File: config.mk
export PLATFORM = sky130hd
export DESIGN_NAME = dfa_fault_sequencer
export DESIGN_NICKNAME = d
export VERILOG_FILES = /design/src/rtl/dfa_fault_sequencer.sv
export SDC_FILE = /design/constraint.sdc
export NUM_CORES = 1
export LEC_CHECK = 0
export ABC_AREA = 1
export BUFFER_PORTS_ARGS = -buffer_cell sky130_fd_sc_hd__buf_2
export CAP_MARGIN = 20
export CORE_AREA = 2 2 287 218
export DETAILED_ROUTE_END_ITERATION = 10
export DIE_AREA = 0 0 289 220
export PLACE_DENSITY = 0.56
export RECOVER_POWER = 100
export SLEW_MARGIN = 5
export SYNTH_ARGS = -nofsm -noshare
export SYNTH_HDL_FRONTEND = slang
export SYNTH_SLANG_ARGS = --single-unit
File: constraint.sdc
create_clock -name clk -period 5.1 [get_ports clk]
set_clock_uncertainty 0.2 [all_clocks]
set_input_delay 0.255 -clock clk [delete_from_list [all_inputs] [get_ports clk]]
set_output_delay 0.255 -clock clk [all_outputs]
set_load 0.01 [all_outputs]
File: src/rtl/dfa_fault_sequencer.sv
// Fault-injection campaign sequencer for aes_128_fault: captures a golden ciphertext, then
// injects one single-bit fault per index in [BIT_LO..BIT_HI] and streams each faulty record.
module dfa_fault_sequencer #(
  parameter int unsigned AES_LATENCY = 21,
  parameter int unsigned BIT_LO      = 0,
  parameter int unsigned BIT_HI      = 127
) (
  input  logic         clk,
  input  logic         rst_n,
  input  logic         start,
  input  logic [127:0] ciphertext,
  output logic         fault_en,
  output logic [6:0]   fault_bit,
  output logic         rec_valid,
  input  logic         rec_ready,
  output logic [6:0]   rec_bit,
  output logic [127:0] rec_ct,
  output logic [127:0] rec_diff,
  output logic [4:0]   rec_nbytes,
  output logic [127:0] golden,
  output logic         busy,
  output logic         done
);

  localparam int unsigned   CW         = $clog2(AES_LATENCY + 1);
  localparam logic [6:0]    IDX_LO     = 7'(BIT_LO);
  localparam logic [6:0]    IDX_HI     = 7'(BIT_HI);
  localparam logic [CW-1:0] FLUSH_LAST = CW'(AES_LATENCY - 1);
  localparam logic [CW-1:0] WAIT_LAST  = CW'(AES_LATENCY);

  typedef enum logic [2:0] {
    S_IDLE,
    S_FLUSH,
    S_GOLD,
    S_INJ,
    S_WAIT,
    S_CAP,
    S_OUT,
    S_FIN
  } state_t;

  state_t        state;
  logic [6:0]    idx;
  logic [CW-1:0] cnt;
  logic [127:0]  diff_now;
  logic [4:0]    nz_now;

  always_comb begin
    diff_now = ciphertext ^ golden;
    nz_now   = '0;
    for (int unsigned b = 0; b < 16; b++) begin
      nz_now = nz_now + {4'd0, |diff_now[b*8 +: 8]};
    end
  end

  // fault_en is registered, so it is raised on the edge that enters INJ (from GOLD or OUT).
  always_ff @(posedge clk or negedge rst_n) begin
    if (!rst_n) begin
      state      <= S_IDLE;
      idx        <= '0;
      cnt        <= '0;
      fault_en   <= 1'b0;
      fault_bit  <= '0;
      rec_valid  <= 1'b0;
      rec_bit    <= '0;
      rec_ct     <= '0;
      rec_diff   <= '0;
      rec_nbytes <= '0;
      golden     <= '0;
      busy       <= 1'b0;
      done       <= 1'b0;
    end else begin
      fault_en <= 1'b0;
      done     <= 1'b0;
      case (state)
        S_IDLE: begin
          if (start) begin
            idx   <= IDX_LO;
            cnt   <= '0;
            busy  <= 1'b1;
            state <= S_FLUSH;
          end
        end
        S_FLUSH: begin
          if (cnt == FLUSH_LAST) begin
            state <= S_GOLD;
          end else begin
            cnt <= cnt + 1'b1;
          end
        end
        S_GOLD: begin
          golden    <= ciphertext;
          fault_en  <= 1'b1;
          fault_bit <= idx;
          state     <= S_INJ;
        end
        S_INJ: begin
          cnt   <= CW'(1);
          state <= S_WAIT;
        end
        S_WAIT: begin
          if (cnt == WAIT_LAST) begin
            state <= S_CAP;
          end else begin
            cnt <= cnt + 1'b1;
          end
        end
        S_CAP: begin
          rec_ct     <= ciphertext;
          rec_diff   <= diff_now;
          rec_nbytes <= nz_now;
          rec_bit    <= idx;
          rec_valid  <= 1'b1;
          state      <= S_OUT;
        end
        S_OUT: begin
          if (rec_ready) begin
            rec_valid <= 1'b0;
            if (idx == IDX_HI) begin
              done  <= 1'b1;
              state <= S_FIN;
            end else begin
              idx       <= idx + 7'd1;
              fault_en  <= 1'b1;
              fault_bit <= idx + 7'd1;
              state     <= S_INJ;
            end
          end
        end
        S_FIN: begin
          busy  <= 1'b0;
          state <= S_IDLE;
        end
        default: state <= S_IDLE;
      endcase
    end
  end

endmodule

# After elaboration in Yosys (flattened, before gate mapping)

Cells that the tools add are included.

Flip-flop bits (word level): 422
Bits of input ports: 132

Add/sub/neg operators: 17
Equality and inequality tests: 17
Muxes and demuxes: 25
Bitwise operators: 1
Reductions and logical operators: 28

Operators by type and width:

| kind                  | number |
|---|---|
| $reduce_or A8 Y1      | 16 |
| $xor A128 B128 Y128   | 1 |
| $add A5 B1 Y5         | 11 |
| $pmux W7 S2           | 2 |
| $pmux W3 S8           | 1 |
| $mux W7               | 3 |
| $pmux W5 S4           | 1 |
| $mux W3               | 5 |
| $mux W5               | 3 |
| $ne A2 B2 Y1 const B  | 7 |
| $eq A3 B3 Y1 const B  | 4 |
| $reduce_and A4 Y1     | 3 |
| $eq A5 B5 Y1 const B  | 2 |
| $reduce_bool A2 Y1    | 4 |
| $add A7 B1 Y7 const B | 1 |
| $eq A7 B7 Y1 const B  | 1 |
| $mux W1               | 7 |
| $eq A3 B2 Y1 const B  | 2 |
| $pmux W1 S2           | 3 |
| $add A4 B1 Y5         | 1 |
| $add A5 B1 Y5 const B | 1 |
| $add A3 B1 Y4         | 1 |
| $reduce_and A2 Y1     | 2 |
| $reduce_bool A4 Y1    | 1 |
| other kinds (5)       | 5 |

# Depth between registers and ports, before layout

Depth in word-level cells: 17
Gate-level depth with buffers: 17
Gate-level depth less buffers: 17

# Worst setup path after synthesis

Ideal clock, no wire load.

Path type: register to register
Start: register golden[43]
End: register rec_nbytes[4]
Setup time: 65 ps
Data arrival time: 3826 ps
Data required time: 4835 ps
Slack: 1008 ps
Stages on the path, launching flop included: 16
Path buffers: 0
Clock period less this slack: 4092 ps
Path through: dfrtp_1 -> xnor2_1 -> nand2_1 -> nor3_1 -> nand2_1 -> fa_1 -> fa_1 -> fa_1 -> inv_1 -> fa_1 -> inv_1 -> ha_1 -> inv_1 -> fa_1 -> o21ai_0 -> a22o_1

Cells in the longest elaborated chain, start to end: 13

Ends and longest elaborated chain:

| what                        | RTL line | text |
|---|---|---|
| start, declared             | 20       | `output logic [127:0] golden,` |
| start signal, assigned      | 92       | `golden <= ciphertext;` |
| $xor A128 B128 Y128         | 49       | `diff_now = ciphertext ^ golden;` |
| $reduce_or A8 Y1            | 52       | `nz_now = nz_now + {4'd0, \|diff_now[b*8 +: 8]};` |
| $add A5 B1 Y5 (11 in a row) | 52       |  |
| end signal, assigned        | 111      | `rec_nbytes <= nz_now;` |
| end, declared               | 19       | `output logic [4:0] rec_nbytes,` |

Every way passes these cells.
A chain may end at the register's enable or synchronous reset.

# Final worst setup path

Start: register golden[90]
End: register rec_nbytes[2]

Cells in the longest elaborated chain, start to end: 7

Ends and longest elaborated chain:

| what                       | RTL line |
|---|---|
| $xor A128 B128 Y128        | 49 |
| $reduce_or A8 Y1           | 52 |
| $add A5 B1 Y5 (5 in a row) | 52 |

Every way passes these cells.

==> out/summary.txt <==
number of H-tree branching levels: 2
Horiz. Die Dim: 289 um
global route hottest layer: met2
global routing usage on met3: 5.01%
register bit count reported by yosys: 422
starting density of the core: 29.5%
final weighted congestion of routability-driven global placement: 0.861
arrival time at the worst endpoint: 4920 ps
wire length of the first global-routing pass: 83,200 um
height of the die: 220 um
power share of the combinational group: 38.7%
iteration-0 DRC count of the detailed router: 773
total die area: 63,600 um^2
largest stage delay on the critical path: 530 ps
sequential fraction of the synthesis area: 58.6%
core area: 61,100 um^2
total CTS buffers: 45
number of post-CTS setup repair buffers: 0
required time reported for the critical path endpoint: 5380 ps
Avg Cell Area, Syn: 10.2 um^2
routed length per instance: 16.8 um
number of filler cells placed in the layout: 6,376
cell with the most instances on the worst path: sky130_fd_sc_hd__fa_1
netlist area before placement: 18,000 um^2
fin crit period: 4640 ps
pin count of the biggest net entering global routing: 152
top cell type's share of synthesized area: 58.6%
most area-hungry cell type in the Yosys netlist: sky130_fd_sc_hd__dfrtp_1
Worst Setup End Kind: register
tightest hold margin: 270 ps
Hold Vio Cnt, Final: 0
Synth cell types: 29
Clock Sinks: 422
remaining global-route overflow: 0
antenna violations before repair: 0
CTS tree: done
DRT antenna net count: 0
number of diodes added for antenna fixing: 0
switching power summed over all nets: 6490 uW
sequential group share of total power: 39.0%
switching fraction of total power: 41.2%
failing checks: max-capacitance violations, max-slew violations
Synth Warn #: 0
IR Drop Worst-Case VDD: 0.322 mV
status: finished with violations
non-filler cells, final: 3,261
setup repair after global routing missed its margin: false
cell leakage power: 0.0109 uW
total placed cells including tap cells: 3,046
Post-Synthesis Net Count: 1,918
met2 GRT Util: 26.9%
Area growth syn-to-layout: 30.3%
Initial DRT Pass Iterations: 5
slew at the pin with the worst max-slew slack: 2560 ps
total of cells resized after clock tree synthesis: 0
detailed-route via count: 14,489
fraction of final layout cells sized beyond drive strength 1: 9.75%
DRT Wirelength: 54,700 um
Port Buf Inserts: 538
clock network power share: 22.3%
Worst Reg2Reg Path Length in Cells: 15
critical path class: reg2reg
class of the tightest hold or removal check: reg2reg
Final TNS setup: 0 ps
slowest cell on the critical path: sky130_fd_sc_hd__fa_1
Clock Tree Buf Depth: 3
# DRC: 0
maximum clock frequency: 0.216 GHz
pwr/cell area: 670 nW/um^2
clk root buf: sky130_fd_sc_hd__clkbuf_16
number of max-cap violations: 5
Worst Hold Path Cells: 2
total routing resource utilization after global routing: 16.6%
layout net count: 2,566
HPWL reported at the end of detailed placement: 38,500 um
global routing usage on met1: 21.4%
vias in the first global route: 14,540
relative slew slack: -70.8%
worst-path fanout max: 3
via-per-instance ratio: 4.44
total I/O pin count: 539
internal power of the cells: 9260 uW
critical path cell sequence: xnor2_1 -> nand4_1 -> nor2_1 -> fa_1 -> fa_1 -> inv_1 -> fa_1 -> inv_1 -> fa_1 -> inv_1 -> ha_1 -> inv_1 -> fa_1 -> xor2_1 -> o21ai_0
clock latency at the later pin of the worst-skew pair: 560 ps
Final Slew Violations: 409
final cycle utilization of the critical path: 91.0%
Worst Setup Start Kind: register
synth top area cells: sky130_fd_sc_hd__dfrtp_1 (59%), sky130_fd_sc_hd__nand2_1 (13%), sky130_fd_sc_hd__mux2_4 (6.3%), sky130_fd_sc_hd__xnor2_1 (5.1%), sky130_fd_sc_hd__o21ai_1 (4.0%)
cells after synthesis: 1,766
clock edge transition at the registers on the reported setup and hold paths: 60 ps
setup violators final: 0
Std-Cell Rows: 79
==> worst max-delay path, delay by kind of cell, from the launching register on <==
family          cells  cell delay [ps]
simple gates        2              600
fa+ha+maj           6             2560
xor+xnor            2              410
buf+inv             4              250
flops               1              400
compound gates      1              150
==> stage by stage <==
| stage | util, % | area, um^2 | setup WS [ps] | total power, uW |
|---|---|---|---|---|
| after floorplan | - | 18000 | 1010 | 10200 |
| after global placement | 35.2 | 21500 | 381 | 13000 |
| after detailed placement | 35.2 | 21500 | 376 | 13200 |
| after CTS | 39.9 | 24400 | 342 | 16900 |
| after global routing | 38.5 | 23500 | 103 | 17000 |
| final | 38.5 | 23500 | 461 | 15800 |
==> area by class of cell <==
class / instances / area, um^2 / area share [%]
sequential: 422 / 10600 / 45.0
multi-input combinational: 1188 / 6430 / 27.4
timing repair buffer: 680 / 3600 / 15.3
clock buffer: 65 / 1360 / 5.81
tap: 810 / 1010 / 4.31
inverter: 77 / 297 / 1.26
clock inverter: 19 / 233 / 0.991
==> layer usage <==
layer | vias to the layer above | wire (um)
met5 | - | 0
met1 | 7057 | 23600
li1 | 6950 | -
met4 | 0 | 1300
met3 | 75 | 4150
met2 | 407 | 25700
==> worst paths after layout <==
kind	startpoint	endpoint	slack, ps
max in group asynchronous	rst_n	golden[44]$_DFFE_PN0P_	970
min in group asynchronous	rst_n	rec_diff[119]$_DFFE_PN0P_	850
min	rec_ct[53]$_DFFE_PN0P_	rec_ct[53]$_DFFE_PN0P_	270
max	golden[90]$_DFFE_PN0P_	rec_nbytes[2]$_DFFE_PN0P_	460
max reg2reg	golden[90]$_DFFE_PN0P_	rec_nbytes[2]$_DFFE_PN0P_	460
min reg2reg	rec_ct[53]$_DFFE_PN0P_	rec_ct[53]$_DFFE_PN0P_	270
==> registers in the layout (all words and copies together), names as in the netlist <==
| signal | cells |
|---|---|
| rec_ct | 128 |
| idx | 7 |
| rec_diff | 128 |
| cnt | 5 |
| rec_valid | 1 |
| busy | 1 |
| done | 1 |
| fault_bit | 7 |
| golden | 128 |
| state | 3 |
| fault_en | 1 |
| rec_bit | 7 |
| rec_nbytes | 5 |
==> timing repair <==
item | CTS | global route
hold buffers | 131 | 0
hold endpoints to repair | 485 | 0
endpoints found under the setup margin | 0 | 0
==> cells in the mapped netlist <==
cell type / n
sky130_fd_sc_hd__a21oi_1: 3
sky130_fd_sc_hd__a22o_1: 1
sky130_fd_sc_hd__buf_2: 55
sky130_fd_sc_hd__buf_4: 3
sky130_fd_sc_hd__buf_6: 8
sky130_fd_sc_hd__clkbuf_1: 13
sky130_fd_sc_hd__dfrtp_1: 422
sky130_fd_sc_hd__fa_1: 10
sky130_fd_sc_hd__ha_1: 10
sky130_fd_sc_hd__inv_1: 74
sky130_fd_sc_hd__inv_2: 3
sky130_fd_sc_hd__mux2_2: 14
sky130_fd_sc_hd__mux2_4: 76
sky130_fd_sc_hd__nand2_1: 641
sky130_fd_sc_hd__nand2_2: 3
sky130_fd_sc_hd__nand2_4: 1
sky130_fd_sc_hd__nand3_1: 25
sky130_fd_sc_hd__nand3b_1: 2
sky130_fd_sc_hd__nand4_1: 24
sky130_fd_sc_hd__nor2_1: 31
sky130_fd_sc_hd__nor2_2: 2
sky130_fd_sc_hd__nor2_4: 2
sky130_fd_sc_hd__nor3_1: 12
sky130_fd_sc_hd__o21ai_0: 55
sky130_fd_sc_hd__o21ai_1: 143
sky130_fd_sc_hd__o21bai_1: 2
sky130_fd_sc_hd__o22ai_1: 1
sky130_fd_sc_hd__xnor2_1: 105
sky130_fd_sc_hd__xor2_1: 25
==> cell usage in the layout, fill, tap and decap left out, types with 2 or more instances in the layout <==
cell type / instances
sky130_fd_sc_hd__a21oi_1: 3
sky130_fd_sc_hd__buf_12: 2
sky130_fd_sc_hd__buf_2: 130
sky130_fd_sc_hd__buf_4: 3
sky130_fd_sc_hd__bufinv_16: 5
sky130_fd_sc_hd__clkbuf_1: 413
sky130_fd_sc_hd__clkbuf_16: 47
sky130_fd_sc_hd__clkbuf_2: 5
sky130_fd_sc_hd__clkbuf_8: 12
sky130_fd_sc_hd__clkinv_2: 10
sky130_fd_sc_hd__clkinvlp_4: 2
sky130_fd_sc_hd__dfrtp_1: 422
sky130_fd_sc_hd__dlygate4sd3_1: 131
sky130_fd_sc_hd__fa_1: 10
sky130_fd_sc_hd__ha_1: 10
sky130_fd_sc_hd__inv_1: 75
sky130_fd_sc_hd__inv_6: 2
sky130_fd_sc_hd__mux2_1: 76
sky130_fd_sc_hd__mux2_2: 14
sky130_fd_sc_hd__nand2_1: 644
sky130_fd_sc_hd__nand3_1: 25
sky130_fd_sc_hd__nand3b_1: 2
sky130_fd_sc_hd__nand4_1: 24
sky130_fd_sc_hd__nor2_1: 33
sky130_fd_sc_hd__nor3_1: 12
sky130_fd_sc_hd__o21ai_0: 196
sky130_fd_sc_hd__o21ai_1: 2
sky130_fd_sc_hd__o21bai_1: 2
sky130_fd_sc_hd__xnor2_1: 105
sky130_fd_sc_hd__xor2_1: 25
==> kinds of logic after synthesis <==
family / synth area share (%)
AND/OR/NAND/NOR: 16.3
adder cells (fa/ha/maj): 1.81
XOR/XNOR: 6.32
multiplexers: 7.21
buffers and inverters: 4.03
flip-flops: 58.6
AO/OA/AOI/OAI: 5.75
==> power by group through the flow <==
stage	combinational, uW	clock (uW)	sequential, uW
after floorplan	3400	0	6790
after global placement	6960	0	6020
after detailed placement	7030	0	6120
after CTS	7130	3640	6100
after global routing	6860	3790	6350
final	6090	3520	6140
Note: power is estimated with default switching activity, not from simulation.
